`src/rtl/uart_rx_pkg.sv`:
```
// uart_pkg: shared UART types and baud helper
package uart_pkg;
  typedef enum logic [2:0] {IDLE, START, DATA, STOP, BREAK} uart_rx_state_t;
  function automatic int uart_period(input int clk_freq, input int baud);
    return clk_freq / baud;
  endfunction
endpackage

```
`src/rtl/uart_rx_if.sv`:
```
// uart_rx_if: received-word handshake plus error pulses
interface uart_rx_if #(parameter int DATA_BITS = 8);
  logic [DATA_BITS-1:0] data;
  logic data_valid;
  logic data_ready;
  logic frame_err;
  logic overrun;
  modport master (output data, data_valid, frame_err, overrun, input data_ready);
  modport slave (input data, data_valid, frame_err, overrun, output data_ready);
endinterface

```
`src/rtl/uart_rx_sync_2ff.sv`:
```
// sync_2ff: two-flop synchroniser for an asynchronous input
module sync_2ff #(
  parameter logic RST_VAL = 1'b1
) (
  input  logic clk,
  input  logic rst,
  input  logic d,
  output logic q
);
  logic m;
  // first flop catches metastability, second presents a settled level
  always_ff @(posedge clk) {m, q} <= rst ? {2{RST_VAL}} : {d, m};
endmodule

```
`src/rtl/uart_rx.sv`:
```
// uart_rx: asynchronous serial receiver with valid/ready word output
module uart_rx import uart_pkg::*; #(
  parameter int CLK_FREQ  = 50000000,
  parameter int BAUD_RATE = 9600,
  parameter int DATA_BITS = 8,
  parameter int STOP_BITS = 1
) (
  input logic clk,
  input logic rst,
  input logic rx,
  uart_rx_if.master bus
);
  localparam int PERIOD = uart_period(CLK_FREQ, BAUD_RATE);
  localparam int HALF = PERIOD / 2;
  localparam int CW = $clog2(PERIOD + 1);
  localparam int BW = $clog2(DATA_BITS);
  uart_rx_state_t state, state_n;
  logic [CW-1:0] cnt, cnt_n;
  logic [BW-1:0] bit_idx, bit_idx_n;
  logic [DATA_BITS-1:0] shift, shift_n;
  logic rx_s, tick, deliver, ferr, take, drop;
  sync_2ff #(.RST_VAL(1'b1)) u_sync (.clk(clk), .rst(rst), .d(rx), .q(rx_s));
  assign tick = cnt == CW'(PERIOD - 1);
  // state register: rst mid-frame discards everything collected so far
  always_ff @(posedge clk) begin
    if (rst) begin
      state <= IDLE;
      cnt <= '0;
      bit_idx <= '0;
      shift <= '0;
    end else begin
      state <= state_n;
      cnt <= cnt_n;
      bit_idx <= bit_idx_n;
      shift <= shift_n;
    end
  end
  // next state: half-bit start qualification, then one sample per bit period
  always_comb begin
    state_n = state;
    cnt_n = cnt + 1'b1;
    bit_idx_n = bit_idx;
    shift_n = shift;
    deliver = 1'b0;
    ferr = 1'b0;
    case (state)
      IDLE: begin
        cnt_n = '0;
        state_n = rx_s ? IDLE : START;
      end
      START: if (cnt == CW'(HALF - 1)) begin
        cnt_n = '0;
        bit_idx_n = '0;
        state_n = rx_s ? IDLE : DATA;
      end
      DATA: if (tick) begin
        cnt_n = '0;
        shift_n[bit_idx] = rx_s;
        bit_idx_n = bit_idx == BW'(DATA_BITS - 1) ? '0 : bit_idx + 1'b1;
        state_n = bit_idx == BW'(DATA_BITS - 1) ? STOP : DATA;
      end
      STOP: if (tick) begin
        cnt_n = '0;
        ferr = !rx_s;
        deliver = rx_s && bit_idx == BW'(STOP_BITS - 1);
        bit_idx_n = rx_s ? bit_idx + 1'b1 : bit_idx;
        state_n = !rx_s ? BREAK : deliver ? IDLE : STOP;
      end
      BREAK: begin
        cnt_n = '0;
        state_n = rx_s ? IDLE : BREAK;
      end
      default: state_n = IDLE;
    endcase
  end
  // output decode: a finished word is taken if the slot is free or emptying now
  always_comb begin
    take = deliver && (!bus.data_valid || bus.data_ready);
    drop = deliver && bus.data_valid && !bus.data_ready;
  end
  // handshake register: hold word until transfer, pulse errors for one cycle
  always_ff @(posedge clk) begin
    if (rst) begin
      bus.data <= '0;
      bus.data_valid <= 1'b0;
      bus.frame_err <= 1'b0;
      bus.overrun <= 1'b0;
    end else begin
      bus.data <= take ? shift : bus.data;
      bus.data_valid <= take || (bus.data_valid && !bus.data_ready);
      bus.frame_err <= ferr;
      bus.overrun <= drop;
    end
  end
endmodule

```
`src/flat_wrapper.sv`:
```
// flat-port wrapper written by rule: the top's interface ports become plain ports
module uart_rx_flat import uart_pkg::*;
#(
  parameter int CLK_FREQ  = 50000000,
  parameter int BAUD_RATE = 9600,
  parameter int DATA_BITS = 8,
  parameter int STOP_BITS = 1
)
  (clk, rst, rx, bus_data, bus_data_valid, bus_frame_err, bus_overrun, bus_data_ready);
  uart_rx_if #(.DATA_BITS(DATA_BITS)) bus_i ();
  input logic clk;
  input logic rst;
  input logic rx;
  output wire logic [$bits(bus_i.data)-1:0] bus_data;
  output wire logic [$bits(bus_i.data_valid)-1:0] bus_data_valid;
  output wire logic [$bits(bus_i.frame_err)-1:0] bus_frame_err;
  output wire logic [$bits(bus_i.overrun)-1:0] bus_overrun;
  input wire logic [$bits(bus_i.data_ready)-1:0] bus_data_ready;
  assign bus_data = bus_i.data;
  assign bus_data_valid = bus_i.data_valid;
  assign bus_frame_err = bus_i.frame_err;
  assign bus_overrun = bus_i.overrun;
  assign bus_i.data_ready = bus_data_ready;
  uart_rx #(.CLK_FREQ(CLK_FREQ), .BAUD_RATE(BAUD_RATE), .DATA_BITS(DATA_BITS), .STOP_BITS(STOP_BITS)) u_core (.clk(clk), .rst(rst), .rx(rx), .bus(bus_i));
endmodule
```
`config.mk`:
```
export PLATFORM = sky130hd
export DESIGN_NAME = uart_rx_flat
export DESIGN_NICKNAME = d
export VERILOG_FILES = /design/src/rtl/uart_rx_pkg.sv /design/src/rtl/uart_rx_if.sv /design/src/rtl/uart_rx_sync_2ff.sv /design/src/rtl/uart_rx.sv /design/src/flat_wrapper.sv
export SDC_FILE = /design/constraint.sdc
export NUM_CORES = 1
export LEC_CHECK = 0
export CELL_PAD_IN_SITES_DETAIL_PLACEMENT = 0
export CELL_PAD_IN_SITES_GLOBAL_PLACEMENT = 1
export CORE_UTILIZATION = 46
export CTS_CLUSTER_DIAMETER = 40
export DETAILED_ROUTE_END_ITERATION = 7
export PLACE_DENSITY = 0.92
export RECOVER_POWER = 50
export SLEW_MARGIN = 20
export SYNTH_ARGS = -nofsm -noshare
export SYNTH_HDL_FRONTEND = slang
export SYNTH_SLANG_ARGS = --single-unit
```
`constraint.sdc`:
```
create_clock -name clk -period 2.7 [get_ports clk]
set_input_delay 0.405 -clock clk [delete_from_list [all_inputs] [get_ports clk]]
set_output_delay 0.405 -clock clk [all_outputs]
set_load 0.005 [all_outputs]
```
==> results of run 1 <==
-- sequential cells by signal, indices dropped and copies added (netlist names) --
| register | count |
|---|---|
| u_core.bus.frame_err | 1 |
| u_core.cnt | 13 |
| u_core.state | 3 |
| u_core.bit_idx | 3 |
| u_core.bus.data_valid | 1 |
| u_core.u_sync.q | 1 |
| u_core.bus.overrun | 1 |
| u_core.u_sync.m | 1 |
| u_core.shift | 8 |
| u_core.bus.data | 8 |
-- per-stage QoR --
stage          utilization  area, um^2  hold WS, ps
3_3_place_gp         0.530        2010          394
5_1_grt              0.561        2130          418
2_1_floorplan            -        1880          389
6_report             0.561        2130          412
3_5_place_dp         0.530        2010          395
4_1_cts              0.562        2130          413
-- cells by family after synthesis --
logic type | count (synthesis)
AO/OA/AOI/OAI | 14
XOR/XNOR | 11
adder cells (fa/ha/maj) | 4
buffers and inverters | 17
flip-flops | 40
multiplexers | 19
AND/OR/NAND/NOR | 100
-- synth_stat cells (all sizes together) (2+ instances only) --
library cell,number,area (um^2)
a21oi,7,35.0
and3,2,15.0
and4bb,2,25.0
buf,4,38.8
clkbuf,5,38.8
dfxtp,40,801
dlygate4sd1,2,17.5
ha,4,50.1
inv,6,22.5
mux2i,19,190
nand2,9,33.8
nand2b,8,50.1
nand3,5,25.0
nand3b,2,15.0
nand4,12,81.3
nor2,41,156
nor2b,2,12.5
nor3,3,15.0
nor3b,2,15.0
nor4,2,12.5
nor4b,2,17.5
o21ai,2,10.0
or2,2,12.5
xnor2,4,35.0
xor2,7,61.3
-- cell usage in the layout (no fill, tap or decap), drive strengths merged, types with 3 or more instances in the layout --
cell type    instances
nor2                41
dfxtp               40
mux2i               19
dlygate4sd3         12
nand4               12
nand2                9
nand2b               8
xor2                 7
a21oi                7
clkbuf               7
inv                  6
nand3                5
xnor2                4
ha                   4
nor3                 3
-- cell type report --
class,count,area share
clock buffer,6,0.0388
clock inverter,2,0.0182
inverter,6,0.0106
multi-input combinational,148,0.454
sequential,40,0.376
tap,48,0.0282
timing repair buffer,17,0.0746
-- critical path, stage by stage, from the launching register on --
cell,delay (ps)
dfxtp_1,370
ha_1,260
and4bb_1,250
and4_1,410
and4b_1,580
mux2i_1,250
nor2_1,50
-- path summary, 6_finish.rpt --
| check | slack (ps) | cells after the start | to | from |
|---|---|---|---|---|
| worst max-delay path | 390 | 6 | u_core.bus.data[3] | u_core.cnt[0] |
| worst min-delay path | 410 | 1 | u_core.u_sync.q | u_core.u_sync.m |
| worst max register to register | 390 | 6 | u_core.bus.data[3] | u_core.cnt[0] |
| worst min register to register | 410 | 1 | u_core.u_sync.q | u_core.u_sync.m |
-- metal layers --
metal / routed length, um / GRT usage / up-vias
li1: - / - / 726
met2: 1380 / 0.251 / 22
met5: 0 / 0 / -
met3: 156 / 0.0517 / 7
met4: 62 / 0.0798 / 0
met1: 1740 / 0.250 / 627
-- power groups by stage --
stage | combinational (mW) | sequential (mW) | clock [mW]
floorplan | 0.0545 | 0.612 | 0
finish | 0.0605 | 0.603 | 0.517
detailed placement | 0.0615 | 0.617 | 0
global route | 0.0676 | 0.604 | 0.559
CTS | 0.0618 | 0.603 | 0.536
global placement | 0.0616 | 0.617 | 0
==> summary.md, run 1 <==
| Metric | Value |
|---|---|
| Site Rows | `22` |
| Die area | `4360 um^2` |
| Clock slew at reported path FFs | `80 ps` |
| Fraction of registers with async set/reset | `0` |
| Ports | `15` |
| Max-cap viol count | `0` |
| Power after layout | `1.18 mW` |
| CTS tree | `yes` |
| Most used DFF post-synth | `dfxtp_1` |
| Hold WC Path Type | `flip-flop to flip-flop` |
| Max clock buf depth | `2` |
| Hpwl dp | `2300 um` |
| Core area | `3800 um^2` |
| Period utilisation layout | `0.856` |
| Cell Count, Final, Fillers Out | `267` |
| Initial antenna violation count | `0` |
| Crit Path Class | `flip-flop to flip-flop` |
| Gpl congestion | `0.775` |
| Final min period | `2310 ps` |
| Worst Setup End Kind | `flip-flop` |
| Vias per cell | `5.18` |
| Num CTS Buffers | `5` |
| Number of flops mapped to enable cells by yosys | `0` |
| CP arrival | `2460 ps` |
| Syn Inst Count | `205` |
| Clock Latency Late Sink | `300 ps` |
| PortBufs | `14` |
| Largest family of logic cells by synthesized area | `simple AND/OR/NAND/NOR gates` |
| Final worst slack | `389 ps` |
| Clock network power share | `0.438` |
| Nets | `226` |
| Post-Synth XOR/XNOR Area | `0.0511` |
| Distinct cells, synth | `40` |
| GR Util All Layers | `0.179` |
| Worst Clk Skew | `10.1 ps` |
| Vias in the first global route | `1211` |
| Final Hold Viols | `0` |
| CTS root buffer | `clkbuf_8` |
| Number of gates resized after CTS | `0` |
| DP Cell Count | `259` |
| Drt initial violations | `123` |
| First-pass GRT wire length | `5790 um` |
| Maximum clock rate | `433 MHz` |
| Syn avg cell area | `9.19 um^2` |
| Internal power | `0.922 mW` |
| Hold-fix buffers, CTS | `0` |
| P_leak | `0.833 nW` |
| Comb pwr share | `0.051` |
| Share of layout cells above drive strength 1 | `0.0868` |
| Post-CTS Setup Inserts | `0` |
| Clk sink count | `40` |
| Relative slew margins | `0.258` |
| Starting Density | `0.496` |
| Pre-CTS WS | `438 ps` |
| ANT nets after route | `0` |
| Seq pwr share | `0.511` |
| Congestion Overflow GR | `0` |
| H-Tree Depth | `2` |
| Per-cell routed wire length | `12.5 um` |
| Vias after detailed routing | `1382` |
| Die Wd | `66 um` |
| Worst Path Required | `2850 ps` |
| RSZ-0062 raised after global routing | `no` |
| Final WL | `3340 um` |
| Compound-gate portion of the synthesized area | `0.0478` |
| Post-synthesis mux area share | `0.101` |
| Final setup viols | `0` |
| Synthesized net count | `213` |
| Remaining DRCs | `0` |
| Largest net degree at the start of global routing | `30` |
| Status | `completed` |
| Post-Synth Simple-Gate Area | `0.286` |
| FF/Latch Area | `801 um^2` |
| Yosys synthesis warning count | `0` |
| Drt first pass iters | `4` |
| TNS Setup | `0 ps` |
| Peak VDD IR | `0.356 mV` |
| Net Sw Frac | `0.219` |
| Sequential share of the synthesized area | `0.425` |
| Least-Margin Pin Slew | `1110 ps` |
| Switching pwr | `0.258 mW` |
| Area grow syn2layout | `13.0%` |
| #FFs+latches synth | `40` |
| Pins Over Slew Limit | `0` |
| Startpoint class of the critical path | `flip-flop` |
| Pwr Density | `554 nW/um^2` |
| Number of diodes | `0` |
| Die Ht | `66 um` |
| Area of the multi-input gates | `966 um^2` |
| Synthesized area | `1880 um^2` |
| Critical path peak fanout | `9` |
| Filler cells | `363` |
| Post-Synth Adder-Cell Area | `0.0266` |
Note: power is estimated with default switching activity, not from simulation.
==> run 2: changes to the inputs <==
--- a/config.mk
+++ b/config.mk
@@ -5,12 +5,13 @@
 export SDC_FILE = /design/constraint.sdc
 export NUM_CORES = 1
 export LEC_CHECK = 0
+export ABC_AREA = 1
 export CELL_PAD_IN_SITES_DETAIL_PLACEMENT = 0
 export CELL_PAD_IN_SITES_GLOBAL_PLACEMENT = 1
-export CORE_UTILIZATION = 46
+export CORE_UTILIZATION = 45
 export CTS_CLUSTER_DIAMETER = 40
 export DETAILED_ROUTE_END_ITERATION = 7
-export PLACE_DENSITY = 0.92
+export PLACE_DENSITY = 0.95
 export RECOVER_POWER = 50
 export SLEW_MARGIN = 20
 export SYNTH_ARGS = -nofsm -noshare
==> run 2 against run 1 <==
Effect of this change:
- sequential power up 2%
- largest cell class unchanged
- critical endpoint is now u_core.bus.data[6]
- synthesized cell count is 43% higher
- critical path depth up 2
- global-route usage is 0.60 points lower
- clock power grew 2%
==> summary.md, run 2 <==
| Metric | Value |
|---|---|
| Max clock buf depth | `2 (unchanged)` |
| Distinct cells, synth | `23 (-43%)` |
| CTS root buffer | `clkbuf_8` |
| Post-layout util | `0.524 (-0.0366)` |
| Least-Margin Pin Slew | `548 ps (-565 ps)` |
| Max-cap viol count | `0 (unchanged)` |
| FF/Latch Area | `801 um^2 (unchanged)` |
| Startpoint class of the critical path | `flip-flop` |
| H-Tree Depth | `2 (unchanged)` |
| #FFs+latches synth | `40 (unchanged)` |
| Synthesized net count | `301 (+41%)` |
| Vias in the first global route | `1603 (+32%)` |
| Clock slew at reported path FFs | `80 ps (about the same)` |
| Period utilisation layout | `0.750 (-0.106)` |
| Syn Inst Count | `293 (+43%)` |
| Post-Synth XOR/XNOR Area | `0.0390 (-0.0121)` |
| Vias per cell | `4.79 (-7.5%)` |
| Pins Over Slew Limit | `0 (unchanged)` |
| Number of flops mapped to enable cells by yosys | `0 (unchanged)` |
| Post-synthesis mux area share | `0 (-0.101)` |
| Relative slew margins | `0.634 (+0.376)` |
| Hpwl dp | `2800 um (+22%)` |
| Ports | `15 (unchanged)` |
| Count leader, synth | `nand2_1` |
| Most used DFF post-synth | `dfxtp_1` |
| Area grow syn2layout | `12.1%` |
| P_leak | `0.986 nW (+18%)` |
| Per-cell routed wire length | `10.5 um (-16%)` |
| Number of diodes | `0 (unchanged)` |
| Worst Setup End Kind | `flip-flop` |
| Worst Clk Skew | `10.1 ps (-0.0112 ps)` |
| Sequential share of the synthesized area | `0.396 (-0.0287)` |
| Filler cells | `459 (+26%)` |
| Hold WC Path Type | `flip-flop to flip-flop` |
| Initial antenna violation count | `0 (unchanged)` |
| Area leader, netlist | `dfxtp_1` |
| Peak VDD IR | `0.341 mV (-4.2%)` |
| Post-Synth Adder-Cell Area | `0.0248 (-0.00179)` |
| Drt initial violations | `76 (-38%)` |
| Pwr Density | `552 nW/um^2 (-0.49%)` |
| Number of gates resized after CTS | `0 (unchanged)` |
| Compound-gate portion of the synthesized area | `0.0396 (-0.00818)` |
| Post-Synth Simple-Gate Area | `0.396 (+0.109)` |
| Final Hold Viols | `0 (unchanged)` |
| CP arrival | `2200 ps (-260 ps)` |
| Status | `completed` |
| Remaining DRCs | `0 (unchanged)` |
| Hold path cells | `1 (unchanged)` |
| Core area | `4320 um^2 (+14%)` |
| Clock Latency Late Sink | `290 ps (about the same)` |
| Top reg by flops | `u_core.cnt` |
| CTS tree | `yes` |
| Num CTS Buffers | `5 (unchanged)` |
| Worst Path Required | `2880 ps (+30 ps)` |
| Area of the multi-input gates | `968 um^2 (+0.26%)` |
| Fraction of registers with async set/reset | `0 (unchanged)` |
| TNS Setup | `0 ps (unchanged)` |
| Clk sink count | `40 (unchanged)` |
| Final min period | `2020 ps (-287 ps)` |
| Nets | `317 (+40%)` |
| Hold-fix buffers, CTS | `0 (unchanged)` |
| Largest net degree at the start of global routing | `17 (-43%)` |
| Starting Density | `0.467 (-0.0287)` |
| Top post-synthesis cells by area | `dfxtp_1 (40%), nand2_1 (13%), nor2_1 (10%), inv_1 (7.2%), nand3_1 (5.4%)` |
| Yosys synthesis warning count | `0 (unchanged)` |
| Share of layout cells above drive strength 1 | `0.0871 (+0.000339)` |
| PortBufs | `14 (unchanged)` |
| Crit Path Class | `flip-flop to flip-flop` |
| Die Wd | `69.0 um (+4.6%)` |
| Synth cell count leaders | `nand2_1 (69), nor2_1 (56), dfxtp_1 (40), inv_1 (39), nand3_1 (22)` |
| Max reg flops | `13 (unchanged)` |
| First-pass GRT wire length | `6670 um (+15%)` |
| Final setup viols | `0 (unchanged)` |
| Post-CTS Setup Inserts | `0 (unchanged)` |
| Drt first pass iters | `4 (unchanged)` |
| Die area | `4760 um^2 (+9.3%)` |
| R2R cell count | `8 (+2)` |
| Largest family of logic cells by synthesized area | `simple AND/OR/NAND/NOR gates` |
| GR Util All Layers | `0.173 (-0.00603)` |
| Area share of the largest cell type after synthesis | `0.396 (-0.0287)` |
| Most common cell after layout, fill and taps aside | `nand2_1` |
| Die Ht | `69.0 um (+4.6%)` |
| Vias after detailed routing | `1733 (+25%)` |
| Maximum clock rate | `494 MHz (+14%)` |
| Gpl congestion | `0.806 (+4.1%)` |
| RSZ-0062 raised after global routing | `no` |
| ANT nets after route | `0 (unchanged)` |
| Congestion Overflow GR | `0 (unchanged)` |
| Site Rows | `24 (+9.1%)` |
| Largest regs | `u_core.cnt x13, u_core.bus.data x8, u_core.shift x8` |
| Critical path peak fanout | `16 (+7)` |
| Commonest non-fill, non-tap cells in the layout | `nand2_1 (73), nor2_1 (57), dfxtp_1 (40)` |
| Synthesized area | `2020 um^2 (+7.2%)` |
| Final WL | `3790 um (+14%)` |
| Syn avg cell area | `6.90 um^2 (-25%)` |
[run 2: cell types whose count changed in the layout (fill, tap and decap cells not counted), moves of 3 or more]
cell	delta
nand2_1	+64
inv_1	+33
mux2i_1	-19
nand3_1	+18
nor2_1	+17
nand2b_1	-8
nand4_1	-7
a21oi_1	+5
nand2_2	+5
nor2_2	+4
xnor2_1	-4
inv_2	+3
[run 2: worst paths after layout]
| check | startpoint | endpoint | slack, ps |
|---|---|---|---|
| setup / recovery | u_core.cnt[0] | u_core.bus.data[6] | 680 |
| hold / removal | u_core.u_sync.m | u_core.u_sync.q | 400 |
| setup reg to reg | u_core.cnt[0] | u_core.bus.data[6] | 680 |
| hold reg to reg | u_core.u_sync.m | u_core.u_sync.q | 400 |
[run 2: where the power goes]
group,internal [mW],switching (mW)
combinational,0.0350,0.0724
clock,0.326,0.201
sequential,0.600,0.0149
[run 2: per-stage QoR]
step / setup slack, ps / instance area, um^2 / hold slack, ps / std cells / power [mW]
4_1_cts: 891 / 2310 / 403 / 362 / 1.27
3_5_place_dp: 775 / 2180 / 396 / 354 / 0.739
2_1_floorplan: 1150 / 2020 / 389 / 293 / 0.714
6_report: 676 / 2270 / 399 / 362 / 1.25
3_3_place_gp: 844 / 2180 / 392 / 354 / 0.737
5_1_grt: 434 / 2270 / 414 / 362 / 1.31
[run 2: cells by family (layout without fill, tap and decap cells)]
kind of cell / after synthesis / count (layout)
xor+xnor: 9 / 9
flops: 40 / 40
buf+inv: 48 / 65
simple gates: 176 / 176
fa+ha+maj: 4 / 4
compound gates: 16 / 16
[run 2: layer usage]
metal / vias up / track usage / share of wire
li1: 929 / - / -
met1: 770 / 0.192 / 0.46
met2: 29 / 0.313 / 0.49
met3: 5 / 0.0380 / 0.036
met4: 0 / 0.0748 / 0.014
met5: - / 0 / 0
[run 2: cell type report]
cell class / instances / share of cell area
inverter: 42 / 0.0696
sequential: 40 / 0.353
timing repair buffer: 15 / 0.0652
clock inverter: 1 / 0.0133
tap: 52 / 0.0287
multi-input combinational: 205 / 0.427
clock buffer: 7 / 0.0425
[run 2: critical path: stages, from the launching register on]
cell and delay [ps]:
dfxtp_1 400, ha_1 230, nand2_1 100, nor2_2 110
nand3_1 230, nor2_1 220, nand2_1 360, nor2_1 210
nor2_1 70
